**config.mk**
```make
export PLATFORM = sky130hd
export DESIGN_NAME = ascon_inv_permutation
export DESIGN_NICKNAME = d
export VERILOG_FILES = /design/src/rtl/ascon_inv_permutation_pkg.sv /design/src/rtl/ascon_inv_permutation_round.sv /design/src/rtl/ascon_inv_permutation.sv
export SDC_FILE = /design/constraint.sdc
export NUM_CORES = 2
export LEC_CHECK = 0
export BUFFER_PORTS_ARGS = -buffer_cell sky130_fd_sc_hd__buf_2
export CAP_MARGIN = 10
export CORE_MARGIN = 2
export CORE_UTILIZATION = 60
export CTS_CLUSTER_SIZE = 14
export DETAILED_ROUTE_END_ITERATION = 6
export GPL_TIMING_DRIVEN = 0
export PLACE_DENSITY = 0.81
export SLEW_MARGIN = 20
export SYNTH_ARGS = -nofsm -noshare
export SYNTH_HDL_FRONTEND = slang
export SYNTH_SLANG_ARGS = --single-unit
```
**constraint.sdc**
```tcl
create_clock -name clk -period 29.7 [get_ports clk]
set_input_delay 2.97 -clock clk [delete_from_list [all_inputs] [get_ports clk]]
set_output_delay 2.97 -clock clk [all_outputs]
set_load 0.01 [all_outputs]
```
**src/rtl/ascon_inv_permutation_pkg.sv**
```systemverilog
// ascon_inv_permutation_pkg: shared types, S-box, round constants and linear-layer helpers
// Used by ascon_inv_permutation (top) and ascon_inv_permutation_round.
package ascon_inv_permutation_pkg;
  typedef struct packed {
    logic [63:0] s0, s1, s2, s3, s4;
  } state_t;
  typedef enum logic [1:0] {IDLE, RUN, DONE} fsm_t;
  localparam logic [4:0] SBOX [32] = '{
    5'h04, 5'h0b, 5'h1f, 5'h14, 5'h1a, 5'h15, 5'h09, 5'h02,
    5'h1b, 5'h05, 5'h08, 5'h12, 5'h1d, 5'h03, 5'h06, 5'h1c,
    5'h1e, 5'h13, 5'h07, 5'h0e, 5'h00, 5'h0d, 5'h11, 5'h18,
    5'h10, 5'h0c, 5'h01, 5'h19, 5'h16, 5'h0a, 5'h0f, 5'h17};
  localparam int ROT_A [5] = '{19, 61, 1, 10, 7};
  localparam int ROT_B [5] = '{28, 39, 6, 17, 41};
  // Inverse S-box derived by searching the forward table.
  function automatic logic [4:0] sbox_inv(input logic [4:0] x);
    logic [4:0] r;
    r = '0;
    for (int v = 0; v < 32; v++) if (SBOX[v] == x) r = 5'(v);
    return r;
  endfunction
  // Forward round constant for round index idx (0 -> f0, 11 -> 4b).
  function automatic logic [7:0] rc(input logic [3:0] idx);
    return 8'hf0 - {4'b0, idx} * 8'h0f;
  endfunction
  function automatic logic [63:0] rotr(input logic [63:0] x, input int n);
    return (x >> n) | (x << ((64 - n) % 64));
  endfunction
  // L^-1 = L^63 = prod_j (I + R^(a*2^j) + R^(b*2^j)); squaring over GF(2) cancels cross terms.
  function automatic logic [63:0] lin_inv(input logic [63:0] x, input int a, input int b);
    logic [63:0] y;
    y = x;
    for (int j = 0; j < 6; j++) y = y ^ rotr(y, (a << j) % 64) ^ rotr(y, (b << j) % 64);
    return y;
  endfunction
endpackage

```
**src/rtl/ascon_inv_permutation_round.sv**
```systemverilog
// ascon_inv_permutation_round: one combinational inverse Ascon round
// state_i: 320-bit state in, ck_i: round constant, state_o: state after the inverse round.
module ascon_inv_permutation_round
  import ascon_inv_permutation_pkg::*;
(
  input  state_t     state_i,
  input  logic [7:0] ck_i,
  output state_t     state_o
);
  logic [63:0] lw [5];
  logic [63:0] sw [5];
  logic [4:0]  v;
  always_comb begin
    lw = '{default: '0};
    sw = '{default: '0};
    v = '0;
    for (int w = 0; w < 5; w++) lw[w] = lin_inv(state_i[319-64*w -: 64], ROT_A[w], ROT_B[w]);
    for (int i = 0; i < 64; i++) begin
      v = sbox_inv({lw[0][i], lw[1][i], lw[2][i], lw[3][i], lw[4][i]});
      for (int w = 0; w < 5; w++) sw[w][i] = v[4-w];
    end
    sw[2][7:0] = sw[2][7:0] ^ ck_i;
    state_o = {sw[0], sw[1], sw[2], sw[3], sw[4]};
  end
endmodule

```
**src/rtl/ascon_inv_permutation.sv**
```systemverilog
// ascon_inv_permutation: iterative inverse Ascon permutation, one inverse round per clock
// Handshake in: in_valid/in_ready with state_in (320b) and rounds_in (clamped to 12).
// Handshake out: out_valid/out_ready with state_out (always the state register).
// ASCON_INV_ZEROIZE_EN: clear the state register when the result is consumed.
module ascon_inv_permutation
  import ascon_inv_permutation_pkg::*;
(
  input  logic         clk,
  input  logic         rst,
  input  logic         in_valid,
  output logic         in_ready,
  input  logic [319:0] state_in,
  input  logic [3:0]   rounds_in,
  output logic         out_valid,
  input  logic         out_ready,
  output logic [319:0] state_out
);
  fsm_t       fsm_q;
  state_t     state_q, state_d;
  logic [3:0] k_q, n_q;
  logic       in_ready_q, out_valid_q;
  logic [7:0] ck;
  // Inverse round k undoes forward round 11-k.
  assign ck = rc(4'd11 - k_q);
  ascon_inv_permutation_round u_round (
    .state_i(state_q),
    .ck_i   (ck),
    .state_o(state_d)
  );
  always_ff @(posedge clk or posedge rst) begin
    if (rst) begin
      fsm_q       <= IDLE;
      state_q     <= '0;
      k_q         <= '0;
      n_q         <= '0;
      in_ready_q  <= 1'b1;
      out_valid_q <= 1'b0;
    end else begin
      case (fsm_q)
        IDLE: if (in_valid) begin
          state_q    <= state_in;
          n_q        <= rounds_in > 4'd12 ? 4'd12 : rounds_in;
          k_q        <= '0;
          fsm_q      <= RUN;
          in_ready_q <= 1'b0;
        end
        RUN: begin
          // n=0 spends its one RUN cycle without touching the state.
          if (n_q != 4'd0) begin
            state_q <= state_d;
            k_q     <= k_q + 4'd1;
          end
          if (n_q == 4'd0 || k_q == n_q - 4'd1) begin
            fsm_q       <= DONE;
            out_valid_q <= 1'b1;
          end
        end
        DONE: if (out_ready) begin
          fsm_q       <= IDLE;
          out_valid_q <= 1'b0;
          in_ready_q  <= 1'b1;
`ifdef ASCON_INV_ZEROIZE_EN
          state_q     <= '0;
`endif
        end
        default: fsm_q <= IDLE;
      endcase
    end
  end
  assign in_ready  = in_ready_q;
  assign out_valid = out_valid_q;
  assign state_out = state_q;
endmodule

```
==> summary.txt <==
synthesized area divided by synthesized cell count - 9.46 sq um
number of cells traversed by the worst hold path - 2
cell with the most instances after synthesis - sky130_fd_sc_hd__xnor2_1
Synth top cells by count - 976 x sky130_fd_sc_hd__xnor2_1, 627 x sky130_fd_sc_hd__xnor3_1, 561 x sky130_fd_sc_hd__nand2_1
clock period minus worst slack - 7.44 ns
achievable frequency - 134 MHz
net count of the mapped netlist - 6752
initial core utilization - 0.606
post-synthesis instance total - 6401
Worst-path clk slew - 0.07 ns
critical path required time - 30.25 ns
number of register bits inferred by synthesis - 332
transition time of the tightest slew-check pin - 1.54 ns
drt initial violations - 11.8k
first-pass GRT wire length - 452000 um
total count of hold-check failures in the final report - 0
aggregate global routing overflow - 0
worst rel slew slack - -0.0273
count of unresolved DRC violations after routing - 170
sequential element share of the synthesized area - 0.137
max-cap viol count - 2
Avg WL per Cell - 40.6 um
worst reg2reg path endpoint - state_out[317]$_DFFE_PP0P_
Total Negative Setup Slacks - 0 ns
area grow syn2layout - 12.6%
DRT antenna net count - 0
clock latency on the worst-skew pair - 0.73 ns
cell type with the highest aggregate area in the netlist - sky130_fd_sc_hd__xnor3_1
Setup Crit Path Kind - flop to flop
area enclosed by the die boundary - 103000 sq um
CP arrival - 7.99 ns
Crit Reg-Reg Startpoint - state_out[243]$_DFFE_PP0P_
drt total wl - 345000 um
worst hold slack after final layout - 0.533 ns
number of unique standard cell types used by synthesis - 87
nature of the critical path startpoint - flop
IO Pins - 650
Final setup violation count - 0
number of pins exceeding their max-slew limit in the final report - 14
filler cell count in the final layout - 8216
critical path endpoint category - flop
y dimension of the die - 322 um
number of H-tree branching levels - 2
total clock buffers created by CTS - 47
outcome - finished, violations left
gpl congestion - 1.24
Max Used Layer - met5
path type of the worst min-delay path - flop to flop
share of final-layout standard cells stronger than drive strength 1 - 0.152
half-perimeter wire length of the detailed placement result - 276000 um
detailed-routed wire length on met3 - 67800 um
endpoint with the worst hold slack - out_valid$_DFFE_PP0P_
IO buf count - 649
share of the clock period used by the worst path - 0.250
total core area - 100000 sq um
DR WL met2 - 125000 um
cells taking the most area after synthesis - sky130_fd_sc_hd__xnor3_1 23%, sky130_fd_sc_hd__xnor2_1 14%, sky130_fd_sc_hd__dfrtp_1 14%, sky130_fd_sc_hd__xor2_1 6.9%, sky130_fd_sc_hd__xor3_1 6.5%
total number of placement rows - 116
netlist area before placement - 60600 sq um
final clock skew - 0.0374 ns
routed length on met1 - 104000 um
Root Buffer Master - sky130_fd_sc_hd__clkbuf_16
area fraction of the dominant cell type after synthesis - 0.233
reg2reg path depth - 13
CP Max Fanout - 10
commonest register cell after synthesis - sky130_fd_sc_hd__dfrtp_1
total of warnings raised by yosys - 0
worst reg2reg setup slack - 22.26 ns
hold-fix buffer count after cts - 0
RSZ-0062 raised after global routing - no
antenna violations before repair - 49
startpoint of the most critical hold path - out_valid$_DFFE_PP0P_
Clock Sinks - 332
DR pass1 iterations - 7
share of async-settable or async-resettable flops after synthesis - 1.00
total track usage - 0.648
total setup buffers inserted after CTS - 0
layout net count - 7480
via count of the first global-routing pass - 54.9k
vias after detailed routing - 62.4k
number of vias per cell - 7.34
largest net degree at the start of global routing - 95
count of flip-flops with a built-in enable after synthesis - 0
chip width - 322 um
violations in the final reports - design-rule violations, max-capacitance violations, max-slew violations
maximum buffer depth of the clock tree - 3
clock tree from TritonCTS - built
Gates resized, CTS repair - 0
-- layer usage --
| metal | up-vias | track usage |
|---|---|---|
| met5 | - | 0.0998 |
| met4 | 40 | 0.639 |
| met3 | 2186 | 0.452 |
| met2 | 6708 | 0.816 |
| met1 | 29500 | 0.684 |
| li1 | 24100 | - |
-- final cells by class --
type	instances	area [sq um]	share of cell area
Multi-Input combinational cell	5582	50800	0.745
Sequential cell	332	8310	0.122
Timing Repair Buffer	679	3720	0.0546
Tap cell	1298	1620	0.0238
Buffer	379	1580	0.0232
Clock buffer	52	1230	0.0180
Inverter	108	413	0.00606
Clock inverter	33	377	0.00553
Antenna cell	46	115	0.00169
-- placed cells by master (no fill, tap or decap), types with 21 or more instances in the layout --
master / n
sky130_fd_sc_hd__xor2_2: 24
sky130_fd_sc_hd__buf_2: 710
sky130_fd_sc_hd__nor3_1: 87
sky130_fd_sc_hd__a21oi_1: 452
sky130_fd_sc_hd__a21o_1: 26
sky130_fd_sc_hd__o21a_1: 23
sky130_fd_sc_hd__clkbuf_1: 249
sky130_fd_sc_hd__and2_1: 33
sky130_fd_sc_hd__a31oi_1: 114
sky130_fd_sc_hd__o221ai_1: 21
sky130_fd_sc_hd__nand3_1: 117
sky130_fd_sc_hd__or3_1: 50
sky130_fd_sc_hd__or2_2: 29
sky130_fd_sc_hd__nor2_1: 499
sky130_fd_sc_hd__and3_1: 50
sky130_fd_sc_hd__a311oi_1: 29
sky130_fd_sc_hd__xor2_1: 471
sky130_fd_sc_hd__mux2i_1: 96
sky130_fd_sc_hd__o21ai_0: 386
sky130_fd_sc_hd__a221oi_1: 37
sky130_fd_sc_hd__xor3_1: 165
sky130_fd_sc_hd__a211oi_1: 63
sky130_fd_sc_hd__dfrtp_1: 331
sky130_fd_sc_hd__xnor2_2: 71
sky130_fd_sc_hd__nor2b_1: 47
sky130_fd_sc_hd__diode_2: 46
sky130_fd_sc_hd__nand2_1: 561
sky130_fd_sc_hd__inv_1: 105
sky130_fd_sc_hd__nand2b_1: 75
sky130_fd_sc_hd__clkbuf_16: 48
sky130_fd_sc_hd__o211ai_1: 54
sky130_fd_sc_hd__clkbuf_2: 66
sky130_fd_sc_hd__o31ai_1: 37
sky130_fd_sc_hd__xnor2_1: 937
sky130_fd_sc_hd__xnor3_1: 627
sky130_fd_sc_hd__o22ai_1: 54
-- state kept, by name, summed over array words and instances, names as in the netlist --
signal / cells
in_ready: 1
fsm_q: 2
state_out: 320
n_q: 4
out_valid: 1
k_q: 4
-- how the worst max path moves through the flow --
stage	start	endpoint	slack, ns	cells after the start
2_1_floorplan	rst	fsm_q[0]$_DFFE_PP0P_	17.54	1
3_3_place_gp	rst	state_out[101]$_DFFE_PP0P_	12.31	2
3_5_place_dp	in_valid	state_out[248]$_DFFE_PP0P_	23.26	9
4_1_cts	state_out[243]$_DFFE_PP0P_	state_out[317]$_DFFE_PP0P_	23.40	13
5_1_grt	state_out[217]$_DFFE_PP0P_	state_out[317]$_DFFE_PP0P_	22.63	14
6_report	state_out[243]$_DFFE_PP0P_	state_out[317]$_DFFE_PP0P_	22.26	13
-- kinds of logic after synthesis --
logic type	Yosys count	synth area share
mux	118	0.0199
simple gates	1600	0.118
fa+ha+maj	37	0.00744
xor+xnor	2323	0.533
compound gates	1504	0.153
buf+inv	487	0.0314
flops	332	0.137
-- metrics by stage --
step	area, sq um	setup WS, ns	instances	utilization
2_1_floorplan	60600	17.54	6401	-
3_3_place_gp	65400	12.31	8348	0.654
3_5_place_dp	66200	23.26	8376	0.662
4_1_cts	67800	23.40	8461	0.678
5_1_grt	68100	22.63	8473	0.681
6_report	68200	22.26	8509	0.682
-- critical path: stages, from the launching register on --
cell and delay (ns):
sky130_fd_sc_hd__dfrtp_1 0.84, sky130_fd_sc_hd__xor3_1 0.72, sky130_fd_sc_hd__xnor3_1 0.52, sky130_fd_sc_hd__xnor3_1 0.48, sky130_fd_sc_hd__xnor3_1 0.49, sky130_fd_sc_hd__xnor3_1 0.92, sky130_fd_sc_hd__xnor2_1 0.31, sky130_fd_sc_hd__xor2_1 1.14
sky130_fd_sc_hd__buf_2 0.39, sky130_fd_sc_hd__nand3_1 0.10, sky130_fd_sc_hd__o211ai_1 0.12, sky130_fd_sc_hd__o21ai_0 0.11, sky130_fd_sc_hd__a211oi_1 1.03, sky130_fd_sc_hd__nor3_1 0.08
Power is left out: the tool's default activity adds up to more than one toggle a clock period on the data nets, which glitch-free logic cannot reach.
